File: config.mk
export PLATFORM = sky130hd
export DESIGN_NAME = pc_fetch_ctrl_flat
export DESIGN_NICKNAME = d
export VERILOG_FILES = /design/src/rtl/wisc_pkg.sv /design/src/rtl/pc_fetch_ctrl_if.sv /design/src/rtl/ifid_reg.sv /design/src/rtl/pc_fetch_ctrl.sv /design/src/flat_wrapper.sv
export SDC_FILE = /design/constraint.sdc
export NUM_CORES = 1
export LEC_CHECK = 0
export CAP_MARGIN = 20
export CORE_MARGIN = 3
export CORE_UTILIZATION = 42
export CTS_CLUSTER_SIZE = 14
export DETAILED_ROUTE_END_ITERATION = 12
export HOLD_SLACK_MARGIN = 0.12
export PLACE_DENSITY = 0.85
export SLEW_MARGIN = 20
export SYNTH_ARGS = -nofsm -noshare
export SYNTH_HDL_FRONTEND = slang
export SYNTH_SLANG_ARGS = --single-unit
File: constraint.sdc
create_clock -name clk -period 2.03 [get_ports clk]
set_clock_uncertainty 0.15 [all_clocks]
set_input_delay 0.5075 -clock clk [delete_from_list [all_inputs] [get_ports clk]]
set_output_delay 0.5075 -clock clk [all_outputs]
set_load 0.1 [all_outputs]
File: src/rtl/wisc_pkg.sv
// Shared constants and FSM encoding for the fetch stage.
package wisc_pkg;
  localparam int          W_DEF   = 16;
  localparam logic [15:0] NOP_DEF = 16'h0800;

  typedef enum logic [1:0] {RUN, WAIT_MEM, DRAIN, HALTED} fetch_state_t;
endpackage

File: src/rtl/pc_fetch_ctrl_if.sv
// Instruction-memory request/response bus between fetch and imem.
interface pc_fetch_ctrl_if
  import wisc_pkg::*;
#(parameter int W = W_DEF) ();
  logic [W-1:0] imem_addr;
  logic         imem_rd;
  logic [W-1:0] imem_data;
  logic         imem_ready;

  modport master (output imem_addr, imem_rd, input imem_data, imem_ready);
  modport slave  (input imem_addr, imem_rd, output imem_data, imem_ready);
endinterface

File: src/rtl/ifid_reg.sv
// IF/ID pipeline register; flush wins over load, neither means hold.
module ifid_reg #(
  parameter int           W   = 16,
  parameter logic [W-1:0] NOP = '0
) (
  input  logic         clk,
  input  logic         rst,
  input  logic         load,
  input  logic         flush,
  input  logic [W-1:0] instr_in,
  input  logic [W-1:0] pc2_in,
  output logic [W-1:0] instr,
  output logic [W-1:0] pc2,
  output logic         valid
);
  always_ff @(posedge clk) begin
    if (rst) begin
      instr <= NOP;
      pc2   <= '0;
      valid <= 1'b0;
    end else if (flush) begin
      instr <= NOP;
      valid <= 1'b0;
    end else if (load) begin
      instr <= instr_in;
      pc2   <= pc2_in;
      valid <= 1'b1;
    end
  end
endmodule

File: src/rtl/pc_fetch_ctrl.sv
// Fetch controller: PC sequencing, redirect/drain handling and IF/ID control.
module pc_fetch_ctrl
  import wisc_pkg::*;
#(
  parameter int           W   = W_DEF,
  parameter logic [W-1:0] NOP = W'(NOP_DEF)
) (
  input  logic                   clk,
  input  logic                   rst,
  input  logic                   branch_taken,
  input  logic [W-1:0]           branch_target,
  input  logic                   jump,
  input  logic [W-1:0]           jump_target,
  input  logic                   stall,
  input  logic                   halt,
  pc_fetch_ctrl_if.master        imem,
  output logic [W-1:0]           ifid_instr,
  output logic [W-1:0]           ifid_pc2,
  output logic                   ifid_valid,
  output logic                   flush,
  output logic                   halted
);
  fetch_state_t state;
  logic [W-1:0] pc, drain_addr, pc_plus2, tgt;
  logic         redirect, active, ld, fl;

  assign redirect = branch_taken | jump;
  assign tgt      = branch_taken ? {branch_target[W-1:1], 1'b0} : {jump_target[W-1:1], 1'b0};
  assign pc_plus2 = pc + W'(2);
  assign active   = (state == RUN) || (state == WAIT_MEM);

  // DRAIN keeps presenting the abandoned address until its data returns.
  assign imem.imem_addr = (state == DRAIN) ? drain_addr : pc;
  assign imem.imem_rd   = !rst && (state != HALTED);

  assign ld = active && !redirect && !halt && !stall && imem.imem_ready;
  assign fl = (state != HALTED) &&
              (redirect || halt || (active && !stall && !imem.imem_ready));

  always_ff @(posedge clk) begin
    if (rst) begin
      state      <= RUN;
      pc         <= '0;
      drain_addr <= '0;
      flush      <= 1'b0;
      halted     <= 1'b0;
    end else begin
      flush <= 1'b0;
      case (state)
        RUN, WAIT_MEM: begin
          if (redirect) begin
            pc    <= tgt;
            flush <= 1'b1;
            if (!imem.imem_ready) begin
              state      <= DRAIN;
              drain_addr <= pc;
            end else begin
              state <= RUN;
            end
          end else if (halt) begin
            state  <= HALTED;
            halted <= 1'b1;
          end else if (stall) begin
            state <= state;
          end else if (imem.imem_ready) begin
            pc    <= pc_plus2;
            state <= RUN;
          end else begin
            state <= WAIT_MEM;
          end
        end
        DRAIN: begin
          if (redirect) begin
            pc    <= tgt;
            flush <= 1'b1;
          end else if (halt) begin
            state  <= HALTED;
            halted <= 1'b1;
          end else if (imem.imem_ready) begin
            state <= RUN;
          end
        end
        HALTED:  halted <= 1'b1;
        default: state  <= RUN;
      endcase
    end
  end

  ifid_reg #(.W(W), .NOP(NOP)) u_ifid (
    .clk      (clk),
    .rst      (rst),
    .load     (ld),
    .flush    (fl),
    .instr_in (imem.imem_data),
    .pc2_in   (pc_plus2),
    .instr    (ifid_instr),
    .pc2      (ifid_pc2),
    .valid    (ifid_valid)
  );
endmodule

File: src/flat_wrapper.sv
// flat-port wrapper written by rule: the top's interface ports become plain ports
module pc_fetch_ctrl_flat import wisc_pkg::*;
#(
  parameter int           W   = W_DEF,
  parameter logic [W-1:0] NOP = W'(NOP_DEF)
)
  (clk, rst, branch_taken, branch_target, jump, jump_target, stall, halt, ifid_instr, ifid_pc2, ifid_valid, flush, halted, imem_imem_addr, imem_imem_rd, imem_imem_data, imem_imem_ready);
  pc_fetch_ctrl_if #(.W(W)) imem_i ();
  input  logic clk;
  input  logic rst;
  input  logic branch_taken;
  input  logic [W-1:0] branch_target;
  input  logic jump;
  input  logic [W-1:0] jump_target;
  input  logic stall;
  input  logic halt;
  output logic [W-1:0] ifid_instr;
  output logic [W-1:0] ifid_pc2;
  output logic ifid_valid;
  output logic flush;
  output logic halted;
  output wire logic [$bits(imem_i.imem_addr)-1:0] imem_imem_addr;
  output wire logic [$bits(imem_i.imem_rd)-1:0] imem_imem_rd;
  input wire logic [$bits(imem_i.imem_data)-1:0] imem_imem_data;
  input wire logic [$bits(imem_i.imem_ready)-1:0] imem_imem_ready;
  assign imem_imem_addr = imem_i.imem_addr;
  assign imem_imem_rd = imem_i.imem_rd;
  assign imem_i.imem_data = imem_imem_data;
  assign imem_i.imem_ready = imem_imem_ready;
  pc_fetch_ctrl #(.W(W), .NOP(NOP)) u_core (.clk(clk), .rst(rst), .branch_taken(branch_taken), .branch_target(branch_target), .jump(jump), .jump_target(jump_target), .stall(stall), .halt(halt), .imem(imem_i), .ifid_instr(ifid_instr), .ifid_pc2(ifid_pc2), .ifid_valid(ifid_valid), .flush(flush), .halted(halted));
endmodule
==> results.sh <==
export IMPL_status="finished, violations left"
export IMPL_violations="negative setup slack"
export IMPL_crit_type="reg -> out"
export IMPL_ys_seq_area_share_pct=40.4
export IMPL_mostFrequentLayoutCell="nand2_1"
export IMPL_via_per_inst=5.55
export IMPL_grt_pass1_wl_um=16000
export IMPL_initial_utilization_pct=44.1
export IMPL_place_inst=621
export IMPL_grt_pass1_vias=3372
export IMPL_antenna_found_initial=0
export IMPL_cts_buffers=9
export IMPL_h_tree_depth=3
export IMPL_final_cells=643
export IMPL_finalSetupViolations=15
export IMPL_final_cell_mix="nand2_1, dfxtp_1, buf_12, a21oi_1, clkdlybuf4s50_1"
export IMPL_power_density_nw_per_um2=691
export IMPL_cp_top_family="multiplexers"
export IMPL_crit_path_top_delay_cell="mux2_2"
export IMPL_ys_ff_latch=66
export IMPL_slew_violations=0
export IMPL_hp_class="reg -> reg"
export IMPL_maxCapViolCount=0
export IMPL_synth_top_flop_cell="dfxtp_1"
export IMPL_cp_end_kind="output pin"
export IMPL_area_growth_syn_to_layout_pct=68.3
export IMPL_max_stage_delay_ps=380
export IMPL_insertion_delay_ps=340
export IMPL_synthArstFlopShare_pct=0
export IMPL_synth_cell_types=43
export IMPL_wl_per_cell_um=16.4
export IMPL_cts_path_max_buffers=2
export IMPL_drtIter0Drc=261
export IMPL_antenna_cells=0
export IMPL_grt_util_all_layers_pct=23.0
export IMPL_wl_met3_um=853
export IMPL_nNetsFinal=595
export IMPL_ir_drop_mv=0.436
export IMPL_wl_met2_um=5260
export IMPL_crit_path_frequent_cell="buf_12"
export IMPL_cp_max_fo=17
export IMPL_dp_hpwl_um=7430
export IMPL_drt_antenna_violating_nets=0
export IMPL_syn_inst=413
export IMPL_die_h_um=94.2
export IMPL_hold_buffers=0
export IMPL_p_total_mw=3.80
export IMPL_setup_slack_ps=-219
export IMPL_num_vias=3566
export IMPL_max_freq_ghz=0.445
export IMPL_port_buffers=102
export IMPL_die_width_um=94.2
export IMPL_worst_endpoint_arrival_ps=1590
export IMPL_timing_hold_ws_ps=306
export IMPL_setup_tns_final_ps=-2950
export IMPL_gr_total_overflow=0
export IMPL_post_route_period_util_pct=111
export IMPL_gp_congestion=0.903
export IMPL_core_um2=7410
export IMPL_worstPathRequired_ps=1370
export IMPL_grt_max_degree=50
export IMPL_row_count=31
export IMPL_clock_sinks=66
export IMPL_synth_edf_count=0
export IMPL_cp_cell_sequence="nor2b_4, buf_12, mux2_2, buf_12"
export IMPL_worstMarginPinSlew_ps=537
export IMPL_min_period_ps=2250
export IMPL_drtPass1Iterations=4
export IMPL_io_pins=107
export IMPL_cts_clk_slew_worst_paths_ps=80
export IMPL_grt_setup_unrepaired="true"
export IMPL_dp_worst_setup_slack_ps=-503
export IMPL_max_slew_margin_rel_pct=64.2
export IMPL_leakagePower_nw=2.12
export IMPL_cts_tree="built"
export IMPL_netlist_area_um2=3270
export IMPL_drc_errors=0
export IMPL_die_area_um2=8880
export IMPL_hold_viol=0
export IMPL_avgSynthCellArea_um2=7.91
export IMPL_drt_wl_total_um=10600
export IMPL_ctsRootBufferMaster="clkbuf_8"
export IMPL_yosysWarnings=0
export IMPL_cp_start_kind="flop"
export IMPL_met1_length_um=4230
export IMPL_drive_above_1_share_pct=27.8
export IMPL_top_layer="met4"
export IMPL_cp_buffers_inverters=2
-- state kept, by name, indices dropped and copies added, names as in the netlist --
register             cells
u_core.drain_addr       15
u_core.halted            1
u_core.u_ifid.valid      1
u_core.flush             1
u_core.state             2
u_core.pc               15
u_core.u_ifid.pc2       15
u_core.u_ifid.instr     16
-- per-stage QoR --
step	instance area, µm²	utilization, %
floorplan	3300	-
global placement	5100	68.9
detailed placement	5100	68.9
CTS	5410	73.0
global route	5500	74.2
finish	5500	74.2
-- tightest hold or removal path: stages (launching register included) --
cell	delay, ps
dfxtp_1	310
nand2_1	50
a21oi_1	50
-- report_power, final --
| part | switching (mW) | internal [mW] |
|---|---|---|
| registers | 0.0462 | 1.34 |
| clock network | 0.536 | 0.854 |
| logic | 0.593 | 0.429 |
| total | 1.18 | 2.63 |
-- per-layer routing --
layer  track usage, %  up-vias
met5                0        -
met4             9.15        0
met3             4.73       20
met2             39.4      176
met1             28.0     1692
li1                 -     1678
-- final timing paths --
path,startpoint,to,slack (ps),cells past startpoint
worst max-delay path,u_core.state[1],imem_imem_addr[9],-220,4
worst min-delay path,u_core.drain_addr[5],u_core.drain_addr[5],310,2
worst max register to register,u_core.state[1],u_core.u_ifid.pc2[1],110,5
worst min register to register,u_core.drain_addr[5],u_core.drain_addr[5],310,2
-- timing repair --
action | 4_1_cts | 5_1_grt
pin swaps | 1 | 5
gates resized for setup | 13 | 16
setup buffers | 3 | 3
setup endpoints to repair | 57 | 27
-- kinds of logic (layout without fill, tap and decap cells) --
kind of cell | count (synthesis) | after routing | synth area share, %
other | 1 | 2 | 0.115
AO/OA/AOI/OAI | 99 | 99 | 17.5
XOR/XNOR | 12 | 12 | 3.22
flip-flops | 66 | 66 | 40.4
adder cells (fa/ha/maj) | 1 | 1 | 0.383
multiplexers | 28 | 28 | 9.19
buffers and inverters | 39 | 169 | 5.90
AND/OR/NAND/NOR | 167 | 167 | 23.3
-- cells in the mapped netlist (all sizes together) (2+ instances only) --
library cell / instances / area share [%]
nand2: 83 / 9.5
dfxtp: 66 / 40
a21oi: 51 / 7.8
nor2: 41 / 5.2
buf: 19 / 3.6
o21ai: 19 / 2.9
clkbuf: 18 / 2.1
mux2: 16 / 5.5
a211oi: 14 / 3.2
mux2i: 12 / 3.7
nor3: 8 / 1.4
xor2: 7 / 1.9
nand3: 6 / 0.92
nand4: 6 / 1.1
nand2b: 5 / 1.2
xnor2: 5 / 1.3
a31oi: 4 / 0.77
or3: 4 / 0.77
a21o: 3 / 0.69
and3: 3 / 0.57
and4: 3 / 0.80
a311oi: 2 / 0.54
inv: 2 / 0.23
nor2b: 2 / 0.38
nor4: 2 / 0.38
o211ai: 2 / 0.46
-- final cells by class --
cell class,count,area [µm²]
well taps,99,124
repair buffers,151,1940
fillers,482,1910
clock buffers,10,138
multi-input cells,309,1850
clock inverters,6,113
flip-flops and latches,66,1330
inverters,2,7.51
(Power assumes the default switching activity.)
